<file path="src/rtl/alu_sliced.sv">
// Serial Game Boy-style ALU: WIDTH-bit operands processed SLICE bits per clock
// through one SLICE-wide adder, valid/ready handshake on both sides.
module alu_sliced #(
    parameter int unsigned WIDTH = 16,
    parameter int unsigned SLICE = 8
) (
    input  logic             clk,
    input  logic             rst,
    input  logic             in_valid,
    output logic             in_ready,
    input  logic [WIDTH-1:0] regA,
    input  logic [WIDTH-1:0] regB,
    input  logic [3:0]       opcode,
    input  logic             carryIn,
    output logic             out_valid,
    input  logic             out_ready,
    output logic [WIDTH-1:0] res,
    output logic [7:0]       flagsOut
);

    localparam int unsigned NSLICE = WIDTH / SLICE;
    localparam int unsigned CW     = (NSLICE > 1) ? $clog2(NSLICE) : 1;
    localparam int unsigned IW     = $clog2(WIDTH);

    localparam logic [3:0] OP_ADD  = 4'h0;
    localparam logic [3:0] OP_ADC  = 4'h1;
    localparam logic [3:0] OP_SUB  = 4'h2;
    localparam logic [3:0] OP_SBC  = 4'h3;
    localparam logic [3:0] OP_CP   = 4'h4;
    localparam logic [3:0] OP_AND  = 4'h5;
    localparam logic [3:0] OP_OR   = 4'h6;
    localparam logic [3:0] OP_XOR  = 4'h7;
    localparam logic [3:0] OP_RL   = 4'h8;
    localparam logic [3:0] OP_RR   = 4'h9;
    localparam logic [3:0] OP_BSL  = 4'hA;
    localparam logic [3:0] OP_BSR  = 4'hB;
    localparam logic [3:0] OP_SWAP = 4'hC;

    typedef enum logic [1:0] {IDLE, BUSY, DONE} state_t;

    state_t            state_q, state_n;
    logic [WIDTH-1:0]  a_q, b_q, res_q, res_n;
    logic [3:0]        op_q;
    logic              cry_q, cry_n;
    logic              nz_q;
    logic [CW-1:0]     cnt_q, idx;
    logic [7:0]        flags_q, flags_n;

    logic              last, accept, msb_first, is_sub, is_arith, is_shift;
    logic [IW-1:0]     sh;
    logic [WIDTH-1:0]  swp;
    logic [SLICE-1:0]  a_s, b_s, bx, val, wr;
    logic [SLICE:0]    a_e, bx_e, sum;
    logic              h_bit, z_f, h_f, c_f;

    assign last   = (cnt_q == CW'(NSLICE - 1));
    assign accept = in_valid && in_ready;

    // State register
    always_ff @(posedge clk or posedge rst) begin
        if (rst) state_q <= IDLE;
        else     state_q <= state_n;
    end

    // Next-state logic
    always_comb begin
        state_n = state_q;
        case (state_q)
            IDLE: if (in_valid) state_n = BUSY;
            BUSY: if (last) state_n = DONE;
            DONE: if (out_ready) state_n = IDLE;
            default: state_n = IDLE;
        endcase
    end

    // Handshake outputs decoded from the state register
    always_comb begin
        in_ready  = 1'b0;
        out_valid = 1'b0;
        case (state_q)
            IDLE: in_ready  = 1'b1;
            DONE: out_valid = 1'b1;
            default: ;
        endcase
    end

    // Slice datapath: RR/BSR walk MSB-first so the shifted-in bit flows downward
    always_comb begin
        msb_first = (op_q == OP_RR) || (op_q == OP_BSR);
        is_sub    = (op_q == OP_SUB) || (op_q == OP_SBC) || (op_q == OP_CP);
        is_arith  = (op_q <= OP_CP);
        is_shift  = (op_q >= OP_RL) && (op_q <= OP_BSR);
        idx       = msb_first ? (CW'(NSLICE - 1) - cnt_q) : cnt_q;
        sh        = IW'(idx) * IW'(SLICE);
        swp       = {a_q[WIDTH/2-1:0], a_q[WIDTH-1:WIDTH/2]};
        a_s       = a_q[sh +: SLICE];
        b_s       = b_q[sh +: SLICE];
        bx        = is_sub ? ~b_s : b_s;
        a_e       = {1'b0, a_s};
        bx_e      = {1'b0, bx};
        sum       = a_e + bx_e + (SLICE+1)'(cry_q ^ is_sub);
        // carry into bit 4 recovered from the sum, no second adder
        h_bit     = sum[4] ^ a_e[4] ^ bx_e[4] ^ is_sub;
        cry_n     = cry_q;
        val       = a_s;
        case (op_q)
            OP_ADD, OP_ADC, OP_SUB, OP_SBC, OP_CP: begin
                val   = sum[SLICE-1:0];
                cry_n = sum[SLICE] ^ is_sub;
            end
            OP_AND:  val = a_s & b_s;
            OP_OR:   val = a_s | b_s;
            OP_XOR:  val = a_s ^ b_s;
            OP_RL, OP_BSL: begin
                val   = {a_s[SLICE-2:0], cry_q};
                cry_n = a_s[SLICE-1];
            end
            OP_RR, OP_BSR: begin
                val   = {cry_q, a_s[SLICE-1:1]};
                cry_n = a_s[0];
            end
            OP_SWAP: val = swp[sh +: SLICE];
            default: val = a_s;
        endcase
        wr            = (op_q == OP_CP) ? a_s : val;
        res_n         = res_q;
        res_n[sh +: SLICE] = wr;
    end

    // Final flags; Z covers the whole word via the running nonzero accumulator
    always_comb begin
        z_f     = ~(nz_q | (|val));
        h_f     = is_arith ? h_bit : (op_q == OP_AND);
        c_f     = (is_arith || is_shift) ? cry_n : 1'b0;
        flags_n = 8'h00;
        if (op_q <= OP_SWAP) flags_n = {z_f, is_sub, h_f, c_f, 4'b0000};
    end

    // Operand capture and per-slice accumulation
    always_ff @(posedge clk or posedge rst) begin
        if (rst) begin
            a_q     <= '0;
            b_q     <= '0;
            op_q    <= '0;
            cry_q   <= 1'b0;
            nz_q    <= 1'b0;
            cnt_q   <= '0;
            res_q   <= '0;
            flags_q <= '0;
        end else begin
            case (state_q)
                IDLE: if (accept) begin
                    a_q   <= regA;
                    b_q   <= regB;
                    op_q  <= opcode;
                    cry_q <= ((opcode == OP_ADC) || (opcode == OP_SBC) ||
                              (opcode == OP_RL)  || (opcode == OP_RR)) ? carryIn : 1'b0;
                    nz_q  <= 1'b0;
                    cnt_q <= '0;
                end
                BUSY: begin
                    res_q <= res_n;
                    cry_q <= cry_n;
                    nz_q  <= nz_q | (|val);
                    cnt_q <= cnt_q + CW'(1);
                    if (last) flags_q <= flags_n;
                end
                default: ;
            endcase
        end
    end

    assign res      = res_q;
    assign flagsOut = flags_q;

endmodule

</file>
<file path="config.mk">
export PLATFORM = sky130hd
export DESIGN_NAME = alu_sliced
export DESIGN_NICKNAME = d
export VERILOG_FILES = /design/src/rtl/alu_sliced.sv
export SDC_FILE = /design/constraint.sdc
export NUM_CORES = 1
export LEC_CHECK = 0
export BUFFER_PORTS_ARGS = -buffer_cell sky130_fd_sc_hd__buf_2
export CAP_MARGIN = 10
export CORE_AREA = 2 2 70 122
export DETAILED_ROUTE_END_ITERATION = 16
export DIE_AREA = 0 0 72 124
export PLACE_DENSITY = 0.84
export SLEW_MARGIN = 20
export SYNTH_ARGS = -nofsm -noshare
export SYNTH_HDL_FRONTEND = slang
export SYNTH_SLANG_ARGS = --single-unit
</file>
<file path="constraint.sdc">
create_clock -name clk -period 4.27 [get_ports clk]
set_input_delay 0.427 -clock clk [delete_from_list [all_inputs] [get_ports clk]]
set_output_delay 0.427 -clock clk [all_outputs]
set_load 0.01 [all_outputs]
</file>
==> results by stage <==
Outcome:
- The run finished with clean final reports.

STA:
- Derived from the worst setup path, the maximum achievable clock frequency is 0.247 GHz.
- Setup violations remaining at the end of the flow were counted as 0.
- The max-slew violation count is 0.
- The setup skew after layout is 0.00674 ns.
- Setup repair after global routing left no endpoint under its margin.
- The share of the cycle needed by the critical path after routing is 94.7%.
- The final critical-path required period is 4.05 ns.
- The number of hold violations in the final report is 0.
- In the final timing run, aggregate negative setup slack is 0 ns.
- For the pin with the worst max-slew slack, the measured transition is 0.784 ns.
- The worst relative slew slack is 47.3%.

Critical path:
- The biggest fanout along the worst timing path is 21.
- The arrival time reported for the critical path endpoint is 4.24 ns.
- The reg-to-reg startpoint is op_q[3].
- The worst setup path is launched from a flip-flop.
- The worst setup path is captured at a flip-flop.
- The endpoint identified for the worst register-to-register timing path is nz_q.
- The worst reg-to-reg path cell count is 15.
- Data on the critical path is required at its endpoint by 4.47 ns.
- Setup slack on the worst reg-to-reg path comes out at 0.22 ns.
- The critical path in this run is classified as reg -> reg.

Final layout:
- Leaving out fill and tap cells, the most frequent cell in the layout is sky130_fd_sc_hd__nand2_1.
- Compared with the post-synthesis result, the final layout area differs by 16.0%.
- The final instance area is 4930 µm².
- The net count of the finished layout is 633.
- The library cells used most frequently in the layout, excluding fill and tap cells, are sky130_fd_sc_hd__nand2_1 (149), sky130_fd_sc_hd__buf_2 (62), sky130_fd_sc_hd__dfrtp_1 (61), sky130_fd_sc_hd__o21ai_0 (34), sky130_fd_sc_hd__mux2i_1 (24).
- The total of fill cells in the finished design is 691.
- The final cell count without fillers is 662.
- The repair_antennas step left the layout with diodes totalling 0.
- The fraction of layout instances using a drive strength above 1 is 20.6%.

Synthesis:
- The Yosys warning count is 0.
- Averaged over all synthesized cells, the footprint is 8.45 µm².
- The number of synthesized register bits is 61.
- The cell area that synthesis handed to floorplanning was 4250 µm².
- Yosys mapped the design onto 64 distinct sky130hd cell types.
- The top flip-flop cell by instance count after synthesis is sky130_fd_sc_hd__dfrtp_1.
- In the synthesized netlist the async set-or-reset flop fraction comes to 100%.
- The proportion of synthesized chip area in sequential cells is 35.9%.
- The biggest area consumer among synthesized cells is sky130_fd_sc_hd__dfrtp_1.
- The share of Yosys cell area claimed by the top area cell type is 35.9%.
- By area the synthesized netlist is led by sky130_fd_sc_hd__dfrtp_1 (36%), sky130_fd_sc_hd__nand2_1 (13%), sky130_fd_sc_hd__ha_1 (6.8%).
- The number of synthesized flops with an enable pin is 0.
- The post-synthesis instance total is 503.

Place:
- The HPWL after detailed placement is 9380 µm.
- The post-detailed-placement cell area is 4670 µm².
- The congestion estimate from routability-driven global placement came to 0.997.
- The number of I/O port buffers is 62.
- The total placed cells including tap cells is 646.

Clock tree:
- The clock edge transition at the registers on the reported setup and hold paths is 0.05 ns.
- The total setup buffers inserted after CTS is 0.
- In this run, CTS created clock tree buffers numbering 9.
- The total number of H-tree levels is 3.
- CTS placed an instance of sky130_fd_sc_hd__clkbuf_16 at the clock tree root.
- The total of hold buffers inserted after clock tree synthesis is 0.
- The maximum root-to-sink buffer count is 2.
- The CTS tree is done.
- The number of gates resized after cts is 0.
- The number of clock sinks is 61.
- The latest clock arrival within the worst-skew pair is 0.33 ns.

Floorplan:
- The initial utilization of the core area, before any placement, comes to 53.7%.
- The floorplan has 43 rows.
- Measured along the x axis, the die boundary spans 72 µm.
- The total die area is 8930 µm².
- The region available for standard cell placement spans 7910 µm².
- The vertical extent of the die is 124 µm.
- The count of boundary I/O pins is 67.

Detailed routing:
- The routed design has 12200 µm of wire.
- Using the TritonRoute via totals, the vias-per-cell ratio works out to 5.88.
- For this block, the initial DRC count from the detailed router was 277.
- After detailed routing, the number of remaining DRC violations is 0.
- The first TritonRoute pass finished after 5 iterations.
- Once detail routing completed, the nets flagged for antenna violations numbered 0.
- For this block, the via count after detailed routing is 3895.
- The average detailed-routed wire length per instance is 18.4 µm.

GRT:
- The initial antenna violation count is 0.
- The overall routing resource usage is 30.2%.
- The first global-routing pass estimated 20200 µm of wire.
- Entering global routing, the biggest net connects 62 pins.
- The via count of the first global-routing pass came to 3988.
- Summed over all layers, the global routing overflow is 0.

Run:
- The tool flagged a number of max-cap violations equal to 0.

Min path:
- The number of cells traversed by the worst hold path is 3.
- In this run the worst hold path is classified as in -> reg.
- The hold-critical path endpoint is b_q[4].
- In this run the most critical hold path is launched from regB[4].
[synthesized netlist by cell type, types with 9 or more instances]
cell type / count
sky130_fd_sc_hd__nand2_1: 149
sky130_fd_sc_hd__ha_1: 23
sky130_fd_sc_hd__xnor2_1: 15
sky130_fd_sc_hd__mux2i_1: 24
sky130_fd_sc_hd__nand3_1: 9
sky130_fd_sc_hd__clkbuf_1: 13
sky130_fd_sc_hd__inv_1: 24
sky130_fd_sc_hd__dfrtp_1: 61
sky130_fd_sc_hd__nor2_1: 22
sky130_fd_sc_hd__o21ai_0: 34
sky130_fd_sc_hd__a21oi_1: 20
[critical path: stages, from the launching register on]
cell                         delay (ns)
sky130_fd_sc_hd__dfrtp_1           0.38
sky130_fd_sc_hd__buf_4             0.28
sky130_fd_sc_hd__clkinvlp_4        0.28
sky130_fd_sc_hd__nand2_1           0.24
sky130_fd_sc_hd__nor2_2            0.10
sky130_fd_sc_hd__buf_4             0.19
sky130_fd_sc_hd__xnor2_1           0.25
sky130_fd_sc_hd__ha_1              0.30
sky130_fd_sc_hd__a211oi_1          0.31
sky130_fd_sc_hd__o21bai_1          0.14
sky130_fd_sc_hd__a2111oi_0         0.43
sky130_fd_sc_hd__nor2_1            0.12
sky130_fd_sc_hd__xnor2_1           0.32
sky130_fd_sc_hd__nor2_1            0.11
sky130_fd_sc_hd__nor4_2            0.33
sky130_fd_sc_hd__o21ai_0           0.12
[worst max path at each step]
stage	start	end	depth (start not counted)
after detailed placement	op_q[3]	nz_q	16
after global routing	op_q[3]	nz_q	15
after CTS	op_q[3]	nz_q	15
final	op_q[3]	nz_q	15
after floorplan	op_q[1]	nz_q	17
after global placement	op_q[3]	nz_q	15
[kinds of logic (layout without fill, tap and decap cells)]
family / after synthesis / after routing / synth area share [%]
and+or+nand+nor: 210 / 210 / 21.1
xor gates and xnor gates: 19 / 19 / 4.36
buffers and inverters: 53 / 119 / 5.62
adders and majority gates: 25 / 25 / 7.72
muxes: 37 / 37 / 10.5
DFF: 61 / 61 / 35.9
AOI/OAI and AO/OA: 97 / 97 / 14.7
other: 1 / 4 / 0.0883
[cell type report]
class | count | area [µm²] | share of cell area [%]
tap | 90 | 113 | 2.28
timing repair buffer | 78 | 430 | 8.73
multi-input combinational | 392 | 2500 | 50.8
clock inverter | 5 | 27.5 | 0.558
inverter | 25 | 97.6 | 1.98
clock buffer | 11 | 233 | 4.72
sequential | 61 | 1530 | 31.0
[per-stage QoR]
step	hold WS [ns]	setup WS, ns	util, %
after floorplan	0.445	0.509	-
after global placement	0.456	0.339	59.0
after detailed placement	0.461	0.266	59.0
after CTS	0.271	0.224	62.3
after global routing	0.285	0.0240	62.3
final	0.282	0.225	62.3
[flip-flops by register name (all words and copies together) (netlist names)]
register / flops
op_q: 4
state_q: 2
nz_q: 1
cnt_q: 1
cry_q: 1
b_q: 16
res: 16
flagsOut: 4
a_q: 16
[metal layers]
metal  global-route usage [%]  share of wire [%]  routed length [µm]  up-vias
met1                     32.8                 36                4400     1834
met5                        0                  0                   0        -
met2                     52.0                 51                6260      157
met3                     4.94                5.1                 625       56
li1                         -                  -                   -     1848
met4                     22.3                7.5                 911        0
Power is left out: the tool's default activity adds up to more than one toggle a clock period on the data nets, which glitch-free logic cannot reach.
